[src/rtl/sram_wr_arbiter.sv]
`default_nettype none
// ============================================================================
// Module   : sram_wr_arbiter
// Brief    : Packet-level round-robin arbiter sharing one SRAM write path
//            between two write ports, with a one-stage output register.
// Revision : 1.0 - initial release
// ============================================================================
module sram_wr_arbiter #(
    parameter int DATA_W  = 8,
    parameter int LEN_W   = 8,
    parameter int MAX_LEN = 64
) (
    input  logic              clock,
    input  logic              reset,
    input  logic              io_Wr_0_valid,
    input  logic [DATA_W-1:0] io_Wr_0_data,
    input  logic              io_Wr_0_sop,
    input  logic              io_Wr_0_eop,
    output logic              io_Wr_0_ready,
    input  logic              io_Wr_1_valid,
    input  logic [DATA_W-1:0] io_Wr_1_data,
    input  logic              io_Wr_1_sop,
    input  logic              io_Wr_1_eop,
    output logic              io_Wr_1_ready,
    output logic              io_Out_valid,
    output logic [DATA_W-1:0] io_Out_data,
    output logic              io_Out_sop,
    output logic              io_Out_eop,
    output logic              io_Out_src,
    output logic [LEN_W-1:0]  io_Out_len,
    input  logic              io_Out_ready,
    output logic              io_err
);
    localparam logic [2:0] c_IDLE   = 3'd0;
    localparam logic [2:0] c_BUSY0  = 3'd1;
    localparam logic [2:0] c_BUSY1  = 3'd2;
    localparam logic [2:0] c_FLUSH0 = 3'd3;
    localparam logic [2:0] c_FLUSH1 = 3'd4;
    localparam logic [LEN_W-1:0] c_ONE = LEN_W'(1);
    localparam logic [LEN_W-1:0] c_MAX = LEN_W'(MAX_LEN);

    logic [2:0]        state_q, state_d;
    logic              rr_last_q, rr_last_d;
    logic [LEN_W-1:0]  cnt_q, cnt_d;
    logic              out_valid_q, out_valid_d;
    logic [DATA_W-1:0] out_data_q, out_data_d;
    logic              out_sop_q, out_sop_d;
    logic              out_eop_q, out_eop_d;
    logic              out_src_q, out_src_d;
    logic [LEN_W-1:0]  out_len_q, out_len_d;
    logic              err_q, err_d;

    logic              w_can_load, w_elig0, w_elig1, w_drop0, w_drop1, w_idle_win;
    logic              w_sel, w_grant, w_load, w_ld_sop, w_ld_eop, w_err;
    logic              w_s_valid, w_s_sop, w_s_eop;
    logic [DATA_W-1:0] w_s_data;
    logic [LEN_W-1:0]  w_ld_len, w_cnt_inc;

    assign w_can_load = !out_valid_q || io_Out_ready;
    assign w_elig0    = io_Wr_0_valid && io_Wr_0_sop;
    assign w_elig1    = io_Wr_1_valid && io_Wr_1_sop;
    assign w_drop0    = (state_q == c_IDLE) && io_Wr_0_valid && !io_Wr_0_sop;
    assign w_drop1    = (state_q == c_IDLE) && io_Wr_1_valid && !io_Wr_1_sop;
    // Port other than the last winner takes priority when both are eligible.
    assign w_idle_win = (w_elig0 && w_elig1) ? !rr_last_q : w_elig1;
    assign w_cnt_inc  = cnt_q + c_ONE;

    always_comb begin
        w_sel = w_idle_win;
        case (state_q)
            c_BUSY0, c_FLUSH0: w_sel = 1'b0;
            c_BUSY1, c_FLUSH1: w_sel = 1'b1;
            default:           w_sel = w_idle_win;
        endcase
    end

    assign w_s_valid = w_sel ? io_Wr_1_valid : io_Wr_0_valid;
    assign w_s_data  = w_sel ? io_Wr_1_data  : io_Wr_0_data;
    assign w_s_sop   = w_sel ? io_Wr_1_sop   : io_Wr_0_sop;
    assign w_s_eop   = w_sel ? io_Wr_1_eop   : io_Wr_0_eop;

    always_comb begin
        state_d   = state_q;
        rr_last_d = rr_last_q;
        cnt_d     = cnt_q;
        w_grant   = 1'b0;
        w_load    = 1'b0;
        w_ld_sop  = 1'b0;
        w_ld_eop  = 1'b0;
        w_ld_len  = '0;
        w_err     = 1'b0;
        case (state_q)
            c_IDLE: begin
                if (w_elig0 || w_elig1) begin
                    w_grant  = w_can_load;
                    w_load   = w_can_load;
                    w_ld_sop = 1'b1;
                    w_ld_len = c_ONE;
                    if (w_can_load) begin
                        cnt_d = c_ONE;
                        if (w_s_eop) begin
                            w_ld_eop  = 1'b1;
                            rr_last_d = w_sel;
                        end else if (c_MAX == c_ONE) begin
                            w_ld_eop = 1'b1;
                            w_err    = 1'b1;
                            state_d  = w_sel ? c_FLUSH1 : c_FLUSH0;
                        end else begin
                            state_d = w_sel ? c_BUSY1 : c_BUSY0;
                        end
                    end
                end
            end
            c_BUSY0, c_BUSY1: begin
                w_grant = w_can_load;
                if (w_s_valid && w_can_load) begin
                    w_load   = 1'b1;
                    w_ld_len = w_cnt_inc;
                    cnt_d    = w_cnt_inc;
                    if (w_s_sop) begin
                        w_err = 1'b1;
                    end
                    if (w_s_eop) begin
                        w_ld_eop  = 1'b1;
                        rr_last_d = w_sel;
                        state_d   = c_IDLE;
                    end else if (w_cnt_inc == c_MAX) begin
                        // Truncate: close the packet downstream, swallow the rest.
                        w_ld_eop = 1'b1;
                        w_err    = 1'b1;
                        state_d  = w_sel ? c_FLUSH1 : c_FLUSH0;
                    end
                end
            end
            c_FLUSH0, c_FLUSH1: begin
                w_grant = 1'b1;
                if (w_s_valid && w_s_eop) begin
                    rr_last_d = w_sel;
                    state_d   = c_IDLE;
                end
            end
            default: state_d = c_IDLE;
        endcase
        if (w_drop0 || w_drop1) begin
            w_err = 1'b1;
        end
    end

    always_comb begin
        out_valid_d = out_valid_q;
        out_data_d  = out_data_q;
        out_sop_d   = out_sop_q;
        out_eop_d   = out_eop_q;
        out_src_d   = out_src_q;
        out_len_d   = out_len_q;
        err_d       = w_err;
        if (w_can_load) begin
            out_valid_d = w_load;
            if (w_load) begin
                out_data_d = w_s_data;
                out_sop_d  = w_ld_sop;
                out_eop_d  = w_ld_eop;
                out_src_d  = w_sel;
                out_len_d  = w_ld_len;
            end
        end
    end

    always_ff @(posedge clock or negedge reset) begin
        if (!reset) begin
            state_q     <= c_IDLE;
            rr_last_q   <= 1'b1;
            cnt_q       <= '0;
            out_valid_q <= 1'b0;
            out_data_q  <= '0;
            out_sop_q   <= 1'b0;
            out_eop_q   <= 1'b0;
            out_src_q   <= 1'b0;
            out_len_q   <= '0;
            err_q       <= 1'b0;
        end else begin
            state_q     <= state_d;
            rr_last_q   <= rr_last_d;
            cnt_q       <= cnt_d;
            out_valid_q <= out_valid_d;
            out_data_q  <= out_data_d;
            out_sop_q   <= out_sop_d;
            out_eop_q   <= out_eop_d;
            out_src_q   <= out_src_d;
            out_len_q   <= out_len_d;
            err_q       <= err_d;
        end
    end

    // Ready is forced low while reset is held so no beat is consumed.
    assign io_Wr_0_ready = reset && ((w_grant && !w_sel) || w_drop0);
    assign io_Wr_1_ready = reset && ((w_grant && w_sel) || w_drop1);
    assign io_Out_valid  = out_valid_q;
    assign io_Out_data   = out_data_q;
    assign io_Out_sop    = out_sop_q;
    assign io_Out_eop    = out_eop_q;
    assign io_Out_src    = out_src_q;
    assign io_Out_len    = out_len_q;
    assign io_err        = err_q;
endmodule
`default_nettype wire
[config.mk]
export PLATFORM = sky130hd
export DESIGN_NAME = sram_wr_arbiter
export DESIGN_NICKNAME = d
export VERILOG_FILES = /design/src/rtl/sram_wr_arbiter.sv
export SDC_FILE = /design/constraint.sdc
export NUM_CORES = 1
export LEC_CHECK = 0
export CORE_MARGIN = 10
export CORE_UTILIZATION = 50
export CTS_BUF_LIST = sky130_fd_sc_hd__clkbuf_4 sky130_fd_sc_hd__clkbuf_8
export DETAILED_ROUTE_END_ITERATION = 6
export DONT_BUFFER_PORTS = 1
export GPL_TIMING_DRIVEN = 1
export SLEW_MARGIN = 20
export SYNTH_ARGS = -nofsm -noshare
export SYNTH_HDL_FRONTEND = slang
export SYNTH_SLANG_ARGS = --single-unit
[constraint.sdc]
create_clock -name clock -period 4 [get_ports clock]
set_input_delay 0.8 -clock clock [delete_from_list [all_inputs] [get_ports clock]]
set_output_delay 0.8 -clock clock [all_outputs]
set_load 0.005 [all_outputs]
; Yosys cells after proc, flatten, opt, wreduce, memory -nomap -nowiden
; Cells that the tools add are included.
[word_totals]
output_inout_bits = 23
in_bits = 25
reg_bits = 33
[op_classes]
muxes = 47
n_reduce_logical = 34
n_addsub = 1
n_eq_ne = 11
[ops]
columns = op, count
row1 = two-way mux 8 bit, 5
row2 = one-hot mux 8 bit (2 select lines), 2
row3 = two-way mux 1 bit, 25
row4 = two-way mux 3 bit, 8
row5 = logical AND 1 bit, 13
row6 = one-hot mux 3 bit (3 select lines), 1
row7 = adder 8 x 1 -> 8 bit (second input constant), 1
row8 = equality test 8 x 7 -> 1 bit (second input constant), 1
row9 = inequality test 2 bit (second input constant), 4
row10 = OR reduction 2 bit, 4
row11 = equality test 3 x 2 -> 1 bit (second input constant), 2
row12 = one-hot mux 1 bit (2 select lines), 3
row13 = one-hot mux 1 bit (3 select lines), 2
row14 = AND reduction 6 bit, 1
row15 = zero test 1 bit, 5
row16 = logical OR 1 bit, 5
row17 = AND reduction 5 bit, 1
row18 = AND reduction 4 bit, 1
row19 = equality test 3 x 1 -> 1 bit (second input constant), 1
row20 = equality test 3 bit (second input constant), 1
row21 = zero test 3 bit, 1
row22 = inequality test 3 bit (second input constant), 1
row23 = nonzero test 3 bit, 1
row24 = two-way mux 2 bit, 1
row25 = 3 further kinds, 3

; Logic depth before layout (Yosys ltp)
[depth]
word_depth = 11
depth_mapped = 9
depth_no_buf = 6

; Worst setup path before layout
; OpenSTA, ideal clock, no wires.
[synth_timing]
kind = input -> output
from = input io_Wr_1_valid
to = output io_Wr_0_ready
setup_slack_ps = 1154
arrival_ps = 2046
stages = 7
cell_sequence = buf_2 -> and2_1 -> a21oi_1 -> o21ai_1 -> buf_2 -> nor3_1 -> o21a_1
[synth_between]
elab_chain_len = 8
[synth_lines]
columns = element, line_no
row1 = "start, declared", 20  ; input logic io_Wr_1_valid,
row2 = logical AND 1 bit (*), 61  ; assign w_elig1 = io_Wr_1_valid && io_Wr_1_sop;
row3 = logical AND 1 bit, 65  ; assign w_idle_win = (w_elig0 && w_elig1) ? !rr_last_q : w_elig1;
row4 = two-way mux 1 bit, 65
row5 = one-hot mux 1 bit (2 select lines), 70  ; case (state_q)
row6 = zero test 1 bit, 196  ; assign io_Wr_0_ready = reset && ((w_grant && !w_sel) || w_drop0);
row7 = logical AND 1 bit (*), 196
row8 = logical OR 1 bit (*), 196
row9 = logical AND 1 bit (*), 196
row10 = "end, declared", 19  ; output logic io_Wr_0_ready,
; Mark *: on every way between the ends. The rest lies on a longest branch, timed or not.

; Final worst setup path
[layout_timing]
from = register state_q[1]
to = output io_Wr_0_ready
[layout_between]
elab_chain_len = 7
[layout_lines]
columns = element, line_no
row1 = "start, declared", 42  ; logic [2:0] state_q, state_d;
row2 = "start signal, assigned", 171  ; state_q <= c_IDLE;
row3 = "start signal, assigned", 182  ; state_q <= state_d;
row4 = equality test 3 bit (tied with other cells), "70, 92"
row5 = OR reduction 2 bit, 70
row6 = one-hot mux 1 bit (2 select lines), 70
row7 = zero test 1 bit, 196
row8 = logical AND 1 bit, 196
row9 = logical OR 1 bit (*), 196
row10 = logical AND 1 bit (*), 196
; Marks and branches as above.

==> flow_summary_export.csv <==
group,metric,value,unit
critical_path,path_max_fanout,14,
logic_synthesis,synth_ff_type,"dfrtp_1",
logic_synthesis,yosys_warnings,0,
worst_hold_path,hold_path_class,"input pin to asynchronous set/reset pin",
sta,post-route-period-util,71.5,%
floorplan,start_util,51.3,%
clocking,cts_max_level,2,
layout,antenna_cells,0,
place,dp_hpwl,3.79,mm
run,cap_violations,0,
run_status,status,"finished clean",
logic_synthesis,synthSimpleGateAreaFrac,20.5,%
clocking,clock_path_buffers,2,
pwr,power_density,748,nW/um2
logic_synthesis,syn_nets,253,
place,preCtsSetupSlack,1.30,ns
clocking,clk_pin_slew_worst_paths,0.06,ns
layout,multi_input_area,1110,um2
floorplan,die_h,84.1,um
sta,finalClockSkew,0.00424,ns
logic_synthesis,ys_async_sr_fraction,100,%
routing,post_drt_wl_per_cell,18.2,um
global_route,grt_max_degree,36,
logic_synthesis,synthAdderAreaFrac,1.22,%
routing,routed_wirelength,4.94,mm
floorplan,num_io_pins,48,
pwr,p_leak,0.942,nW
sta,tightest_slew,0.700,ns
layout,seqCellArea,827,um2
routing,via_per_inst,6.08,
clocking,postCtsSetupBuffers,0,
clocking,clk_latency,0.28,ns
sta,setup_ws,1.14,ns
sta,fmax,0.350,GHz
critical_path,required,3.20,ns
place,portBuffers,0,
critical_path,cp-end-kind,"output port",
logic_synthesis,synth_edf_count,0,
routing,firstDrtPassIters,4,
logic_synthesis,avgSynthCellArea,9.08,um2
sta,relSlewSlack,53.3,%
logic_synthesis,yosysSeqAreaShare,40.3,%
place,gp_congestion,0.865,
clocking,holdBufCountCts,0,
logic_synthesis,synth_seq_cells,33,
global_route,grt_pass1_vias,1679,
routing,drt_iter0_drc,68,
critical_path,worstSetupStartpointType,"flip-flop",
logic_synthesis,synth_compound_area_share,21.8,%
routing,num_vias,1649,
floorplan,die_area,7070,um2
sta,rsz0062_at_grt,"no",
clocking,cts_tree,"built",
sta,tns,0,ns
clocking,numCtsBuffers,5,
critical_path,crit_type,"flip-flop to output port",
logic_synthesis,synth_top_family_by_area,"compound AO/OA/AOI/OAI gates",
layout,syn_to_final_growth,3.96,%
floorplan,die_x,84.1,um
sta,setup_violations,0,
logic_synthesis,synthMuxAreaShare,6.46,%
global_route,antenna_found_initial,0,
floorplan,rows,23,
logic_synthesis,synth_cell_type_count,53,
logic_synthesis,synth_xor_area_share,4.21,%
sta,hold-worst-slack,0.211,ns
sta,period_needed,2.86,ns
layout,fillers,367,
sta,drv_slew,0,
logic_synthesis,syn_inst,226,
global_route,grt_overflow,0,
critical_path,crit_arrival,2.06,ns
clocking,cts_root_buf,"clkbuf_8",
global_route,grt_pass1_wl,8.47,mm
global_route,track_usage,14.1,%
layout,drive_above_1_share,9.95,%
pwr,ir_drop,380,uV
routing,drc,0,
logic_synthesis,netlist_area,2050,um2
clocking,post_cts_resized,0,
layout,nets,247,
routing,ant_nets,0,
sta,finalHoldViolations,0,
floorplan,fp.coreArea,4000,um2
clocking,cts_sinks,33,
==> area by class of cell <==
| class | instances | share of cell area, % |
|---|---|---|
| clock buffers | 6 | 3.58 |
| clock inverters | 2 | 0.469 |
| inverters | 6 | 1.06 |
| multi-input cells | 171 | 52.1 |
| flip-flops and latches | 33 | 38.8 |
| well taps | 50 | 2.93 |
| repair buffers | 3 | 1.06 |
==> cells in the final DEF, fill, tap and decap left out, types with 3 or more instances in the layout <==
cell type / count
clkbuf_8: 5
dfrtp_1: 32
buf_4: 3
inv_1: 6
o21ai_0: 7
nand3_1: 5
nor2_1: 14
and3_1: 6
nor4_1: 3
o21ai_1: 15
a21o_1: 7
and2_1: 3
a21oi_1: 6
nor3_1: 9
a22o_1: 3
nand2_1: 24
nand2b_1: 6
mux2i_1: 11
a221oi_1: 3
o22ai_1: 4
nor2b_1: 4
xnor2_1: 6
==> logic make-up (layout without fill, tap and decap cells) <==
| logic type | count (synthesis) | after routing |
|---|---|---|
| flip-flops | 33 | 33 |
| AO/OA/AOI/OAI | 64 | 64 |
| AND/OR/NAND/NOR | 83 | 83 |
| multiplexers | 13 | 13 |
| adder cells (fa/ha/maj) | 2 | 2 |
| buffers and inverters | 22 | 17 |
| XOR/XNOR | 9 | 9 |
==> metal layers <==
metal	vias to the layer above	global-route usage (%)	routed length (um)
met5	-	0	0
met4	0	5.94	129
met3	12	5.27	394
met2	58	23.9	2390
met1	782	15.4	2020
li1	797	-	-
==> flip-flops by register name (all words and copies together), names as in the netlist <==
signal	cells
rr_last_q	1
io_Out_data	8
cnt_q	8
io_err	1
io_Out_sop	1
io_Out_src	1
io_Out_len	8
io_Out_eop	1
state_q	3
io_Out_valid	1
==> cell usage after synthesis, drive strengths merged, types with 3 or more instances <==
library cell  instances  area, um2
nand2b                6       37.5
nor2                 15       58.8
inv                   6       22.5
a221oi                4       41.3
o22ai                 4       25.0
xnor2                 6       52.6
and2                  3       18.8
o21ai                22        110
a21o                  7       52.6
dfrtp                32        801
nor2b                 4       25.0
nand3                 6       35.0
nor3                  9       45.0
mux2i                11        110
a21oi                 6       30.0
a22o                  3       26.3
and3                  7       48.8
buf                  12       75.1
xor2                  3       33.8
nor4                  3       18.8
o31ai                 4       40.0
nand2                24       90.1
clkbuf                4       15.0
==> path summary, 6_finish.rpt <==
path                            startpoint  cells after the start        endpoint  slack, ns
worst max-delay path            state_q[1]                      6   io_Wr_0_ready       1.14
worst min-delay path                 reset                      0  io_Out_data[3]       0.21
worst max register to register  state_q[1]                      8        cnt_q[3]       1.35
worst min register to register  io_Out_sop                      1      io_Out_sop       0.51
max in group asynchronous            reset                      0       rr_last_q       3.61
min in group clock              io_Out_sop                      1      io_Out_sop       0.51
==> stage by stage <==
stage	cells	cell area, um2	utilization (%)	power (mW)
floorplan	226	2050	-	1.23
global placement	263	2050	51.2	1.34
detailed placement	263	2050	51.2	1.37
CTS	271	2130	53.3	1.62
global route	271	2130	53.3	1.74
finish	271	2130	53.3	1.60
==> worst max-delay path, stage by stage, from the launching register on <==
cell	delay (ns)
dfrtp_1	0.67
nor2_1	0.16
a22oi_1	0.26
o21ai_1	0.10
buf_4	0.22
nor3_1	0.21
o21a_1	0.16
==> power by group <==
group          internal (mW)  switching (mW)  total [mW]  leakage (nW)
registers              0.471           0.168       0.639         0.422
clock network          0.127           0.112       0.239        0.0484
logic                  0.309           0.409       0.718         0.471
total                  0.908           0.689        1.60         0.942
No activity file was read; power rests on OpenSTA's default activity.
